### config.mk
export PLATFORM = sky130hd
export DESIGN_NAME = control_sequencer_flat
export DESIGN_NICKNAME = d
export VERILOG_FILES = /design/src/rtl/control_pkg.sv /design/src/rtl/control_sequencer_if.sv /design/src/rtl/button_debounce.sv /design/src/rtl/control_sequencer.sv /design/src/flat_wrapper.sv
export SDC_FILE = /design/constraint.sdc
export NUM_CORES = 1
export LEC_CHECK = 0
export ABC_CLOCK_PERIOD_IN_PS = 5860
export BUFFER_PORTS_ARGS = -buffer_cell sky130_fd_sc_hd__buf_2
export CAP_MARGIN = 10
export CORE_ASPECT_RATIO = 2
export CORE_MARGIN = 4
export CORE_UTILIZATION = 40
export DETAILED_ROUTE_END_ITERATION = 8
export PLACE_DENSITY = 0.64
export SLEW_MARGIN = 20
export SYNTH_ARGS = -nofsm -noshare
export SYNTH_HDL_FRONTEND = slang
export SYNTH_SLANG_ARGS = --single-unit
### constraint.sdc
create_clock -name clkIn -period 5.86 [get_ports clkIn]
set_input_delay 1.758 -clock clkIn [delete_from_list [all_inputs] [get_ports clkIn]]
set_output_delay 1.758 -clock clkIn [all_outputs]
set_load 0.05 [all_outputs]
### src/rtl/control_pkg.sv
// control_pkg: shared state encodings, button indices and BCD helpers for the control sequencer
package control_pkg;
  typedef enum logic [2:0] {
    IDLE   = 3'd0,
    SET    = 3'd1,
    LOADED = 3'd2,
    RUN    = 3'd3,
    PAUSE  = 3'd4,
    DONE   = 3'd5
  } state_t;
  localparam int BTN_START = 0;
  localparam int BTN_LOAD  = 1;
  localparam int BTN_SET   = 2;
  localparam int BTN_RST   = 3;
  localparam int DIGIT_W   = 4;
  typedef logic [DIGIT_W-1:0] digit_t;
  typedef logic [2*DIGIT_W-1:0] bcd2_t;
  function automatic digit_t clamp9(digit_t d);
    return d > DIGIT_W'(9) ? DIGIT_W'(9) : d;
  endfunction
  function automatic bcd2_t bcd_dec(bcd2_t v);
    return v[DIGIT_W-1:0] == '0 ? {v[2*DIGIT_W-1:DIGIT_W] - 1'b1, DIGIT_W'(9)} : v - 1'b1;
  endfunction
endpackage

### src/rtl/control_sequencer_if.sv
// control_sequencer_if: mode, buttons, switches and status outputs of the control sequencer
interface control_sequencer_if;
  import control_pkg::*;
  logic                 demoOrRealModeIn;
  logic [3:0]           resetSetLoadStartIn;
  logic [DIGIT_W-1:0]   toggleSwitches17To14In;
  logic [DIGIT_W-1:0]   toggleSwitches13To10In;
  logic [2*DIGIT_W-1:0] countValueOut;
  logic [2:0]           stateOut;
  logic                 runningOut;
  logic                 doneOut;
  modport master (
    output demoOrRealModeIn, resetSetLoadStartIn, toggleSwitches17To14In, toggleSwitches13To10In,
    input  countValueOut, stateOut, runningOut, doneOut
  );
  modport slave (
    input  demoOrRealModeIn, resetSetLoadStartIn, toggleSwitches17To14In, toggleSwitches13To10In,
    output countValueOut, stateOut, runningOut, doneOut
  );
endinterface

### src/rtl/button_debounce.sv
// button_debounce: 2-flop synchronizer, stable-sample debouncer and single-cycle press pulse
module button_debounce #(
  parameter int DEBOUNCE_CYCLES = 16
) (
  input  logic clk,
  input  logic rst,
  input  logic raw,
  output logic press
);
  localparam int CW = $clog2(DEBOUNCE_CYCLES + 1);
  logic s1, s2, stable, prev;
  logic [CW-1:0] cnt;
  // stable/prev start high so a button held through reset must be released before it can fire
  always_ff @(posedge clk) begin
    if (rst) begin
      s1     <= 1'b0;
      s2     <= 1'b0;
      stable <= 1'b1;
      prev   <= 1'b1;
      cnt    <= '0;
      press  <= 1'b0;
    end else begin
      s1    <= raw;
      s2    <= s1;
      prev  <= stable;
      press <= stable & ~prev;
      if (s2 == stable) cnt <= '0;
      else if (cnt == CW'(DEBOUNCE_CYCLES - 1)) begin
        stable <= s2;
        cnt    <= '0;
      end else cnt <= cnt + 1'b1;
    end
  end
endmodule

### src/rtl/control_sequencer.sv
// control_sequencer: button-driven BCD countdown FSM with demo/real tick divider
module control_sequencer
  import control_pkg::*;
#(
  parameter int DEBOUNCE_CYCLES = 16,
  parameter int DEMO_DIV        = 5_000_000,
  parameter int REAL_DIV        = 50_000_000
) (
  input logic clkIn,
  input logic rstIn,
  control_sequencer_if.slave bus
);
  localparam int DW = $clog2((DEMO_DIV > REAL_DIV ? DEMO_DIV : REAL_DIV) + 1);
  logic [3:0] ev;
  logic rst_e, set_e, load_e, start_e;
  state_t state, state_n;
  bcd2_t set_reg, set_n, count, count_n;
  logic [DW-1:0] div, div_n, div_max;
  logic done, done_n, running;
  for (genvar i = 0; i < 4; i++) begin : g_btn
    button_debounce #(.DEBOUNCE_CYCLES(DEBOUNCE_CYCLES)) u_db (
      .clk(clkIn),
      .rst(rstIn),
      .raw(bus.resetSetLoadStartIn[i]),
      .press(ev[i])
    );
  end
  // only the highest-priority event of a cycle survives
  assign rst_e   = ev[BTN_RST];
  assign set_e   = ev[BTN_SET] & ~ev[BTN_RST];
  assign load_e  = ev[BTN_LOAD] & ~ev[BTN_RST] & ~ev[BTN_SET];
  assign start_e = ev[BTN_START] & ~ev[BTN_RST] & ~ev[BTN_SET] & ~ev[BTN_LOAD];
  assign div_max = bus.demoOrRealModeIn ? DW'(DEMO_DIV - 1) : DW'(REAL_DIV - 1);
  always_comb begin
    state_n = state;
    set_n   = set_reg;
    count_n = count;
    div_n   = div;
    done_n  = 1'b0;
    if (rst_e) begin
      state_n = IDLE;
      set_n   = '0;
      count_n = '0;
      div_n   = '0;
    end else if (set_e && state != RUN) begin
      state_n = SET;
      set_n   = {clamp9(bus.toggleSwitches17To14In), clamp9(bus.toggleSwitches13To10In)};
    end else if (load_e && state == SET) begin
      state_n = LOADED;
      count_n = set_reg;
    end else if (start_e && state == LOADED) begin
      state_n = count == '0 ? DONE : RUN;
      done_n  = count == '0;
      div_n   = '0;
    end else if (start_e && (state == RUN || state == PAUSE)) begin
      state_n = state == RUN ? PAUSE : RUN;
      div_n   = '0;
    end else if (state == RUN) begin
      if (div >= div_max) begin
        div_n   = '0;
        count_n = bcd_dec(count);
        done_n  = bcd_dec(count) == '0;
        state_n = done_n ? DONE : RUN;
      end else div_n = div + 1'b1;
    end else if (state > DONE) state_n = IDLE;
  end
  always_ff @(posedge clkIn) begin
    if (rstIn) begin
      state   <= IDLE;
      set_reg <= '0;
      count   <= '0;
      div     <= '0;
      done    <= 1'b0;
      running <= 1'b0;
    end else begin
      state   <= state_n;
      set_reg <= set_n;
      count   <= count_n;
      div     <= div_n;
      done    <= done_n;
      running <= state_n == RUN;
    end
  end
  assign bus.countValueOut = count;
  assign bus.stateOut      = state;
  assign bus.runningOut    = running;
  assign bus.doneOut       = done;
endmodule
### src/flat_wrapper.sv
// flat-port wrapper written by rule: the top's interface ports become plain ports
module control_sequencer_flat import control_pkg::*;
#(
  parameter int DEBOUNCE_CYCLES = 16,
  parameter int DEMO_DIV        = 5_000_000,
  parameter int REAL_DIV        = 50_000_000
)
  (clkIn, rstIn, bus_demoOrRealModeIn, bus_resetSetLoadStartIn, bus_toggleSwitches17To14In, bus_toggleSwitches13To10In, bus_countValueOut, bus_stateOut, bus_runningOut, bus_doneOut);
  control_sequencer_if bus_i ();
  input logic clkIn;
  input logic rstIn;
  input wire logic [$bits(bus_i.demoOrRealModeIn)-1:0] bus_demoOrRealModeIn;
  input wire logic [$bits(bus_i.resetSetLoadStartIn)-1:0] bus_resetSetLoadStartIn;
  input wire logic [$bits(bus_i.toggleSwitches17To14In)-1:0] bus_toggleSwitches17To14In;
  input wire logic [$bits(bus_i.toggleSwitches13To10In)-1:0] bus_toggleSwitches13To10In;
  output wire logic [$bits(bus_i.countValueOut)-1:0] bus_countValueOut;
  output wire logic [$bits(bus_i.stateOut)-1:0] bus_stateOut;
  output wire logic [$bits(bus_i.runningOut)-1:0] bus_runningOut;
  output wire logic [$bits(bus_i.doneOut)-1:0] bus_doneOut;
  assign bus_i.demoOrRealModeIn = bus_demoOrRealModeIn;
  assign bus_i.resetSetLoadStartIn = bus_resetSetLoadStartIn;
  assign bus_i.toggleSwitches17To14In = bus_toggleSwitches17To14In;
  assign bus_i.toggleSwitches13To10In = bus_toggleSwitches13To10In;
  assign bus_countValueOut = bus_i.countValueOut;
  assign bus_stateOut = bus_i.stateOut;
  assign bus_runningOut = bus_i.runningOut;
  assign bus_doneOut = bus_i.doneOut;
  control_sequencer #(.DEBOUNCE_CYCLES(DEBOUNCE_CYCLES), .DEMO_DIV(DEMO_DIV), .REAL_DIV(REAL_DIV)) u_core (.clkIn(clkIn), .rstIn(rstIn), .bus(bus_i));
endmodule
==> run summary <==
Biggest register = u_core.div
CP cell instances = buf_2 > inv_1 > ha_1 > nand3_1 > or4_1 > a311o_1 > o211a_1 > nor3_2 > o31ai_1 > nor4b_1
Layout cell share with drive strength beyond 1 = 13.9%
Grt total ovfl = 0
Largest regs = u_core.div x26, u_core.g_btn.u_db.cnt x20
Worst Tran Pin Value = 0.677 ns
Nets = 516
Fillcell total = 1,001
Critical path's slowest cell = or4_1
Clk_lat worst skew = 0.34 ns
Initial core utilization = 41.4%
Post-CTS Setup Bufs = 0
Drt first-iter violations = 128
Worst r2r src = u_core.g_btn[3].u_db.press
Post-synthesis register bit count = 87
Hold_sp = u_core.g_btn[3].u_db.prev
WHS Endpoint = u_core.g_btn[3].u_db.press
Post-Syn Instances = 449
Initial antenna violation count = 0
Minimum hold slack = 0.393 ns
# rows = 51
Fin cells = 614
Layout Area Growth over Synthesis = 13.6%
# hold bufs at CTS = 0
Design Power = 0.00120 W
Top delay family on crit path = simple AND/OR/NAND/NOR gates
CP max stage delay = 0.50 ns
Worst R2R Setup Slack = 3.26 ns
Placer Congestion = 0.903
CTS buffer count = 9
Reg2reg path depth = 7
Fin Clk Skew = 0.0101 ns
Status = finished, final reports clean
Multi-input gate area = 0.00222 sq mm
Net Count, Synth = 488
Inst Count DP = 598
Design area = 0.00463 sq mm
Core area = 0.00983 sq mm
Hold WC Path Type = register to register
Yosys cell types = 55
Max Slew Vio Count = 0
WL final = 8510 microns
Post-synth EDFFs = 0
Die width = 79.4 microns
Yosys top cell area share = 42.8%
Max cap viols = 0
Syn Area/Cell = 9.07 sq um
Ant diodes = 0
Total GRT Usage = 15.2%
Worst Path Required = 6.07 ns
Clock H-tree levels = 3
Via/cell ratio = 5.35
Placed Area = 0.00433 sq mm
Tcrit/Tclk final = 67.9%
Pin count of the biggest net entering global routing = 27
First-pass DRT Iterations = 6
RSZ-0062 raised after global routing = no
WP buf/inv = 2
Crit. Startpoint = bus_demoOrRealModeIn
Relative slew slack = 54.5%
CP arrival = 4.18 ns
Clock slew at reported path FFs = 0.06 ns
Crit. End Element = register
Post-synth top area cell = dfxtp_1
VDD IR max = 190 uV
Crit path kind = input port to register
Wire per inst = 13.9 microns
FF-to-FF End = u_core.div[16]
Sequential-to-total area share from yosys stat = 42.8%
Die area = 0.0120 sq mm
Ys async rst share = 0%
CTS tree = built
Yosys warns = 0
P_leak = 1.84 nW
Main area contributors after synthesis = dfxtp_1 43%, ha_1 7.4%, nor2_1 5.2%
Die height = 151 microns
Number of global-route vias before repair = 3,326
Clock buffer depth = 2
Main synth FF type = dfxtp_1
Dpl hpwl = 6450 microns
Fmax = 251 MHz
Antenna Nets Post-Route = 0
CTS Sinks = 87
Minimum clock period after layout = 3.98 ns
Setup TNS = 0 ns
Synthesized area = 0.00407 sq mm
Final setup vio count = 0
Cell Pwr Density = 259 mW/mm^2
Vias = 3,286
Crit-path max FO = 10
FF+latch area = 0.00174 sq mm
I/O pin cnt = 28
Root Buffer = clkbuf_16
Largest register FFs = 26
Post-CTS sizing = 0
Top cells by count, synth = 87 x dfxtp_1, 56 x nor2_1, 24 x ha_1, 24 x o21ai_0, 22 x a21oi_1
Global-route wire length before repair = 14,400 microns
Final Hold Fails = 0
Port buffer count = 27
Count leader, synth = dfxtp_1
DRC = 0
Worst Setup Start Kind = input port
Min-Delay Path Depth = 1
[layout make-up]
class | count | area share [%]
inverters | 18 | 1.46
well taps | 132 | 3.57
clock buffers | 11 | 5.46
repair buffers | 28 | 3.08
flip-flops and latches | 87 | 37.7
multi-input cells | 333 | 47.9
clock inverters | 5 | 0.839
[logic make-up after synthesis]
logic type               count (synthesis)  synth area share, %
XOR/XNOR                                35                 7.53
flip-flops                              87                 42.8
buffers and inverters                   29                 2.80
adder cells (fa/ha/maj)                 24                 7.37
AND/OR/NAND/NOR                        196                 27.4
AO/OA/AOI/OAI                           78                 12.2
[how the worst max path moves through the flow]
stage / endpoint / slack, ns / depth (start not counted)
2_1_floorplan: u_core.bus.runningOut / 2.05 / 9
3_3_place_gp: u_core.bus.runningOut / 1.62 / 10
3_5_place_dp: u_core.div[10] / 1.52 / 9
4_1_cts: u_core.div[25] / 1.89 / 9
5_1_grt: u_core.bus.doneOut / 1.69 / 10
6_report: u_core.bus.runningOut / 1.88 / 10
[through the flow]
| stage | worst slack, ns | util (%) |
|---|---|---|
| 4_1_cts | 1.89 | 47.1 |
| 3_5_place_dp | 1.52 | 44.1 |
| 3_3_place_gp | 1.62 | 44.1 |
| 5_1_grt | 1.69 | 47.1 |
| 2_1_floorplan | 2.05 | - |
| 6_report | 1.88 | 47.1 |
[placed cells by master, fill, tap and decap left out, types with 4 or more instances in the layout]
master     instances
or2_2              6
nand3_1           20
nand4_1            9
or3_1              7
nor2_1            56
dfxtp_1           87
a21oi_1           22
ha_1              24
xnor2_1           14
and3_1             9
clkbuf_16          9
a31oi_1            4
a211o_1            4
a21o_1             5
nand4b_1           4
inv_1             18
nor3b_1            9
nand2_1           19
o21ai_0           24
nor2b_1           16
xor2_1            21
buf_2             27
nor3_1            12
[routing by layer]
metal / up-vias / GRT usage, % / routed length (microns)
met5: - / 0 / 0
met4: 0 / 8.78 / 253
met3: 22 / 3.95 / 280
met2: 57 / 28.9 / 4830
met1: 1560 / 14.3 / 3150
li1: 1647 / - / -
[power by group]
group	internal (W)	switching, W	leakage, nW
Combinational	0.0000178	0.0000268	0.990
Sequential	0.000601	0.00000602	0.705
Clock	0.000313	0.000233	0.143
[worst reg2reg max path: stages, from the launching register on]
cell     delay [ns]
dfxtp_1        0.44
nor4b_4        0.61
o21ai_0        0.23
o21a_1         0.22
nor3_1         0.55
nand4_1        0.20
xor2_1         0.17
nor2_1         0.05
Power figures use the tool's default switching activity.
